--- config.mk ---
export PLATFORM = sky130hd
export DESIGN_NAME = router_input_unit
export DESIGN_NICKNAME = d
export VERILOG_FILES = /design/src/rtl/router_input_unit.sv
export SDC_FILE = /design/constraint.sdc
export NUM_CORES = 1
export LEC_CHECK = 0
export CAP_MARGIN = 25
export CORE_ASPECT_RATIO = 0.5
export CORE_MARGIN = 1
export CORE_UTILIZATION = 48
export DETAILED_ROUTE_END_ITERATION = 7
export GPL_TIMING_DRIVEN = 0
export HOLD_SLACK_MARGIN = 0.05
export PLACE_DENSITY = 0.76
export REMOVE_ABC_BUFFERS = 1
export SLEW_MARGIN = 20
export SYNTH_ARGS = -nofsm -noshare
export SYNTH_HDL_FRONTEND = slang
export SYNTH_SLANG_ARGS = --single-unit
--- constraint.sdc ---
create_clock -name clk -period 2.5 [get_ports clk]
set_input_delay 0.5 -clock clk [delete_from_list [all_inputs] [get_ports clk]]
set_output_delay 0.5 -clock clk [all_outputs]
set_load 0.1 [all_outputs]
--- src/rtl/router_input_unit.sv ---
// Per-port router input stage: flit FIFO plus per-packet route latch.
// The route is captured from the head flit and held until the tail leaves.
module router_input_unit #(
  parameter int X_WIDTH    = 2,
  parameter int Y_WIDTH    = 2,
  parameter int FLIT_WIDTH = 32,
  parameter int DEPTH      = 4
) (
  input  logic                       clk,
  input  logic                       rst_n,
  input  logic [FLIT_WIDTH-1:0]      in_flit,
  input  logic                       in_valid,
  output logic                       in_ready,
  output logic [X_WIDTH-1:0]         route_dst_x,
  output logic [Y_WIDTH-1:0]         route_dst_y,
  input  logic [2:0]                 route_sel_in,
  output logic [FLIT_WIDTH-1:0]      out_flit,
  output logic                       out_valid,
  input  logic                       out_ready,
  output logic [2:0]                 out_route,
  output logic                       out_tail,
  output logic                       err_drop,
  output logic [$clog2(DEPTH):0]     count
);

  localparam int PW = $clog2(DEPTH);
  localparam int CW = PW + 1;

  typedef enum logic {
    IDLE,
    ACTIVE
  } state_t;

  logic [FLIT_WIDTH-1:0] mem_q [DEPTH];
  logic [PW-1:0]         rd_ptr_q, rd_ptr_d;
  logic [PW-1:0]         wr_ptr_q, wr_ptr_d;
  logic [CW-1:0]         count_q, count_d;
  logic [2:0]            route_q, route_d;
  state_t                state_q, state_d;

  logic [FLIT_WIDTH-1:0] head;
  logic [1:0]            head_type;
  logic                  empty;
  logic                  push;
  logic                  pop;
  logic                  hs;

  assign head      = mem_q[rd_ptr_q];
  assign head_type = head[FLIT_WIDTH-1:FLIT_WIDTH-2];
  assign empty     = (count_q == '0);

  assign in_ready  = rst_n && (count_q != CW'(DEPTH));
  assign push      = in_valid && in_ready;

  assign out_valid = rst_n && (state_q == ACTIVE) && !empty;
  assign hs        = out_valid && out_ready;

  // Body/tail at the head while idle has no route: discard it.
  assign err_drop  = rst_n && (state_q == IDLE) && !empty
                     && !head_type[0];
  assign pop       = hs || err_drop;

  assign out_flit    = head;
  assign out_route   = route_q;
  assign out_tail    = (state_q == ACTIVE) && head_type[1];
  assign route_dst_x = head[X_WIDTH-1:0];
  assign route_dst_y = head[X_WIDTH+Y_WIDTH-1:X_WIDTH];
  assign count       = count_q;

  always_comb begin
    rd_ptr_d = rd_ptr_q;
    wr_ptr_d = wr_ptr_q;
    count_d  = count_q + CW'(push) - CW'(pop);
    route_d  = route_q;
    state_d  = state_q;
    if (push) wr_ptr_d = wr_ptr_q + 1'b1;
    if (pop)  rd_ptr_d = rd_ptr_q + 1'b1;
    unique case (state_q)
      IDLE: begin
        if (!empty && head_type[0]) begin
          route_d = route_sel_in;
          state_d = ACTIVE;
        end
      end
      ACTIVE: begin
        if (hs && head_type[1]) state_d = IDLE;
      end
      default: state_d = IDLE;
    endcase
  end

  always_ff @(posedge clk) begin
    if (!rst_n) begin
      rd_ptr_q <= '0;
      wr_ptr_q <= '0;
      count_q  <= '0;
      route_q  <= '0;
      state_q  <= IDLE;
    end else begin
      rd_ptr_q <= rd_ptr_d;
      wr_ptr_q <= wr_ptr_d;
      count_q  <= count_d;
      route_q  <= route_d;
      state_q  <= state_d;
    end
  end

  always_ff @(posedge clk) begin
    if (push) mem_q[wr_ptr_q] <= in_flit;
  end

endmodule

==> out/qor.yml <==
worst_hold_path:
  min_path_type: "in -> reg"
  hold_depth: 2
  hp-start: "rst_n"
pwr:
  p_leak_nw: 2.384
  p_per_area_nw_per_um2: 1152
  max-vdd-ir-drop_mv: 0.8048
cells_and_area:
  final_util_pct: 67.10
  mostFrequentLayoutCell: "edfxtp_1"
  multi_input_area_um2: 1114
  fillers: 683
  area_growth_pct: 32.42
  drive_gt1_share_pct: 34.89
  num_antenna_cells: 0
  register_area_um2: 4111
  nets: 397
  final_cell_mix: "128 x edfxtp_1, 40 x clkdlybuf4s50_1, 32 x mux4_2"
cts:
  clk_pin_slew_ns: 0.06
  cts_htree_levels: 4
  root_buffer: "clkbuf_16"
  cts_max_path_buffers: 2
  numCtsBuffers: 17
  hold_buffers: 0
  insertion_delay_ns: 0.41
  cts_tree: "built"
  cts_sinks: 141
yosys:
  synth-async-reset-ratio_pct: 0
  synth_edf_count: 128
  synth.avg_cell_area_um2: 21.69
  synth_warnings: 0
  synth_area_um2: 5291
  ys_seq_elements: 141
  ys_seq_area_share_pct: 77.56
  synthFlopType: "edfxtp_1"
  synthCells: 244
  yosysUniqueCellTypes: 30
critical_path:
  cp-end-kind: "register"
  critPathKind: "reg -> reg"
  worstSetupStartpointType: "register"
  r2r_slack_ns: -0.06
  cp_max_fo: 3
  reg2reg_depth: 11
  cp.arrival_ns: 2.86
  worst_ep_required_time_ns: 2.80
  reg2reg_to: "count[2]"
die:
  ios: 85
  die-height_um: 76.24
  initial_core_util_pct: 50.67
  core_area_um2: 10440
  die_area_um2: 11470
  die-width_um: 150.5
  num_rows: 26
grt:
  grt_pass1_wl_um: 15530
  grt_usage_pct: 19.25
  antenna_found_initial: 0
  grt_max_degree: 24
  grt.overflow.total: 0
  grt_pass1_vias: 2904
sta:
  finClkSkew_ns: 0.01015
  max_freq_mhz: 390.7
  worst_pin_slew_ns: 0.9664
  slew_headroom_pct: 35.37
  fin_tns_setup_ns: -0.08035
  rsz0062_at_grt: "true"
  finalHoldViolCount: 0
  maxSlewViolCount: 0
  fin_crit_ns: 2.560
  fin_crit_sh_pct: 102.4
  layout_setup_ws_ns: -0.05974
  setup_viol: 2
  hold_ws_ns: 0.4855
place:
  pre_cts_ws_ns: -1.176
  dpl.hpwl_um: 5888
  gp_congestion: 0.7617
  portBuffers: 84
drt:
  vias: 2682
  drtAntennaViolNets: 0
  drt_first_pass_iters: 4
  drtIter0Drc: 198
  totalWireLength_um: 9919
  routedWlPerCell_um: 19.68
  viasPerCell: 5.321
  route.detailed.drc: 0
outcome:
  violations: "setup timing"
  status: "finished, violations left"
flow_run:
  maxCapViolCount: 0
-- critical path, stage by stage (launching register included) --
cell and delay [ns]:
dfxtp_4 0.35, mux4_2 0.55, nor4_4 0.17, o21bai_1 0.16, ha_1 0.26, inv_1 0.06, ha_1 0.13, inv_1 0.05
fa_2 0.33, xor2_1 0.16, xnor2_1 0.19, nor2_1 0.05
-- cell type report --
| type | count | share of cell area [%] |
|---|---|---|
| Sequential cell | 141 | 58.68 |
| Multi-Input combinational cell | 83 | 15.89 |
| Timing Repair Buffer | 100 | 14.05 |
| Clock buffer | 25 | 7.214 |
| Tap cell | 140 | 2.500 |
| Clock inverter | 7 | 1.214 |
| Inverter | 8 | 0.4464 |
-- synth_stat cells (all sizes together) (4+ instances only) --
library cell    n  area share, %
ha              6            1.4
inv             7           0.50
nor2            7           0.50
nand2           6           0.43
buf             9            1.1
dfxtp          13            4.9
edfxtp        128             73
nand3           4           0.38
and2            6           0.71
mux4           32             14
-- worst max-delay path by stage --
stage / startpoint / slack (ns) / depth (start not counted) / endpoint
2_1_floorplan: register / -4.61 / 11 / count[2]
3_3_place_gp: register / -2.21 / 3 / err_drop
3_5_place_dp: rst_n / -1.18 / 4 / err_drop
4_1_cts: register / -0.16 / 11 / count[2]
5_1_grt: mem_q[1][30] / -0.16 / 11 / count[2]
6_report: register / -0.06 / 11 / count[2]
-- registers in the layout (all words and copies together), names as in the netlist, named ones only --
name,cells
rd_ptr_q,2
wr_ptr_q,2
state_q,1
mem_q,128
out_route,3
count,3
-- report_power, final --
part	switching, mW	internal (mW)
logic	2.02	0.745
clock network	0.865	1.59
registers	0.106	2.75
total	2.99	5.08
-- through the flow --
| step | area (µm²) | total power, mW | instances |
|---|---|---|---|
| 2_1_floorplan | 5220 | 4.970 | 232 |
| 3_3_place_gp | 6236 | 5.539 | 456 |
| 3_5_place_dp | 6354 | 5.613 | 461 |
| 4_1_cts | 6995 | 8.082 | 501 |
| 5_1_grt | 7007 | 8.330 | 504 |
| 6_report | 7007 | 8.074 | 504 |
-- per-layer routing --
layer	share of wire (%)	vias up	global-route usage (%)
li1	-	1205	-
met1	42	1377	23.62
met2	51	81	31.11
met3	4.8	19	5.569
met4	2.4	0	10.20
met5	0	-	0
-- what timing repair did --
action	in CTS	in global routing
gates resized for setup	174	70
gates cloned	0	0
setup buffers	8	3
pin swaps	3	0
endpoints found under the setup margin	46	33
hold endpoints to repair	0	0
-- logic make-up after synthesis --
| logic type | Yosys count | synth area share, % |
|---|---|---|
| flip-flops | 141 | 77.56 |
| multiplexers | 32 | 13.62 |
| AND/OR/NAND/NOR | 28 | 2.601 |
| buffers and inverters | 20 | 1.915 |
| AO/OA/AOI/OAI | 12 | 1.844 |
| adder cells (fa/ha/maj) | 7 | 1.797 |
| XOR/XNOR | 4 | 0.6622 |
(Power assumes the default switching activity.)
==> variant: new RTL, config.mk and constraints unchanged <==
Change the parameter `X_WIDTH` from 2 to 3.
--- a/src/rtl/router_input_unit.sv
+++ b/src/rtl/router_input_unit.sv
@@ -2,5 +2,5 @@
 // The route is captured from the head flit and held until the tail leaves.
 module router_input_unit #(
-  parameter int X_WIDTH    = 2,
+  parameter int X_WIDTH    = 3,
   parameter int Y_WIDTH    = 2,
   parameter int FLIT_WIDTH = 32,
Ports: changed (resized route_dst_x); port bits go from 85 to 86. No check against the original RTL was run, so the function may have changed too.
==> variant against the unedited design <==
The flow still finishes with violations (setup timing). Count of clock-buffer cells in the layout shrank 7. Area after synthesis up 0.14%. Critical path depth rose by 1. Die area is 0.15% higher. Sequential share of layout area fell by 0.24 points. Wire length is 2.7% lower. First-iteration DRC count down 58%. Final area up 0.41%. Worst setup slack worse by 0.11 ns. Power rose by 0.62%. Clock power decreased by 2%. Sequential power barely moved. Sequential cell count is the same. Critical path type unchanged. Largest power group unchanged.
==> variant: results (changes against the unedited design) <==
maximum number of pins on one net before global-route repair 26 (was 24); DP Worst Slack -1.18 ns (about the same); Via density 5.23 (was 5.32); IO Port Bufs 85 (was 84); Iter 0 DRT Violations 83 (was 198); failing checks setup timing (unchanged); standby leakage power 2.39 nW (was 2.38 nW); Final Skew 0.0130 ns (was 0.0102 ns); Final Instance Count excl. Fillers 507 (was 504); Peak VDD IR 0.836 mV (was 0.805 mV); worst hold path class reg -> reg (was in -> reg); met2 GRT Util 30.0% (was 31.1%); synth top area cells edfxtp_1, mux4_2, dfxtp_1 (unchanged); actual slew at the worst max-slew pin 0.977 ns (was 0.966 ns); metal3 WL 435 um (was 472 um); Fin Setup TNS -0.217 ns (was -0.0804 ns); Finish-stage setup viols 3 (was 2); first-pass GRT wire length 15.1 mm (was 15.5 mm); GRT met3 Usage 6.65% (was 5.57%); status finished with violations (unchanged); H-tree level count 4 (unchanged); vias in the first global route 2842 (was 2904); Final #Nets 400 (was 397); Placed Cells 462 (was 461); placed cell area 6360 um2 (was 6350 um2); CTS resizes 181 (was 174); post-synthesis sequential area ratio 77.4% (was 77.6%); CP arrival 2.96 ns (was 2.86 ns); hpwl dp 5.65 mm (was 5.89 mm); proportion of layout cells with a drive suffix above 1 36.0% (was 34.9%); GRT met1 Usage 23.6% (about the same); syn avg cell area 21.6 um2 (was 21.7 um2); setup ws final -0.173 ns (was -0.0597 ns); Total GRT Usage 18.4% (was 19.3%); routed len/inst 19.0 um (was 19.7 um); routability congestion estimate 0.735 (was 0.762)
[variant: cell count changes after synthesis, sizes merged]
cell	change
buf	+1
[variant: worst paths after layout]
kind | start | end | slack (ns) | cells after the start
worst max-delay path | flop | count[2] | -0.17 | 12
worst min-delay path | out_route[2] | out_route[2] | 0.48 | 2
worst max register to register | flop | count[2] | -0.17 | 12
worst min register to register | out_route[2] | out_route[2] | 0.48 | 2
[variant: kinds of logic (layout without fill, tap and decap cells)]
family | count (synthesis) | count (layout) | share of synthesized area (%)
compound gates | 12 | 12 | 1.84
xor+xnor | 4 | 4 | 0.661
fa+ha+maj | 7 | 7 | 1.79
buf+inv | 21 | 143 | 2.05
flops | 141 | 141 | 77.4
mux | 32 | 32 | 13.6
simple gates | 28 | 28 | 2.60
[variant: stage by stage]
step	total power, mW	util, %	hold slack, ns
floorplan	5.00	-	0.508
global placement	5.58	59.6	0.463
detailed placement	5.65	60.8	0.469
CTS	8.06	66.6	0.482
global route	8.39	67.2	0.522
finish	8.12	67.2	0.477
[variant: power breakdown]
part           internal, mW  leakage [nW]  switching (mW)
Combinational         0.791         0.853            2.06
Sequential             2.74          1.27           0.121
Clock                  1.47         0.270           0.947
Total                  5.00          2.39            3.12
[variant: area by class of cell]
cell class	instances	area, um2
Sequential cell	141	4110
Fill cell	701	3440
Multi-Input combinational cell	83	1110
Timing Repair Buffer	103	1030
Clock buffer	18	429
Tap cell	140	175
Clock inverter	14	144
Inverter	8	31.3
[variant: critical path: cells and delay by family (launching register included)]
kind	cells	cell delay, ns
AND/OR/NAND/NOR	2	0.21
adder cells (fa/ha/maj)	3	0.71
flip-flops	1	0.36
AO/OA/AOI/OAI	1	0.15
multiplexers	1	0.55
buffers and inverters	3	0.21
XOR/XNOR	2	0.35
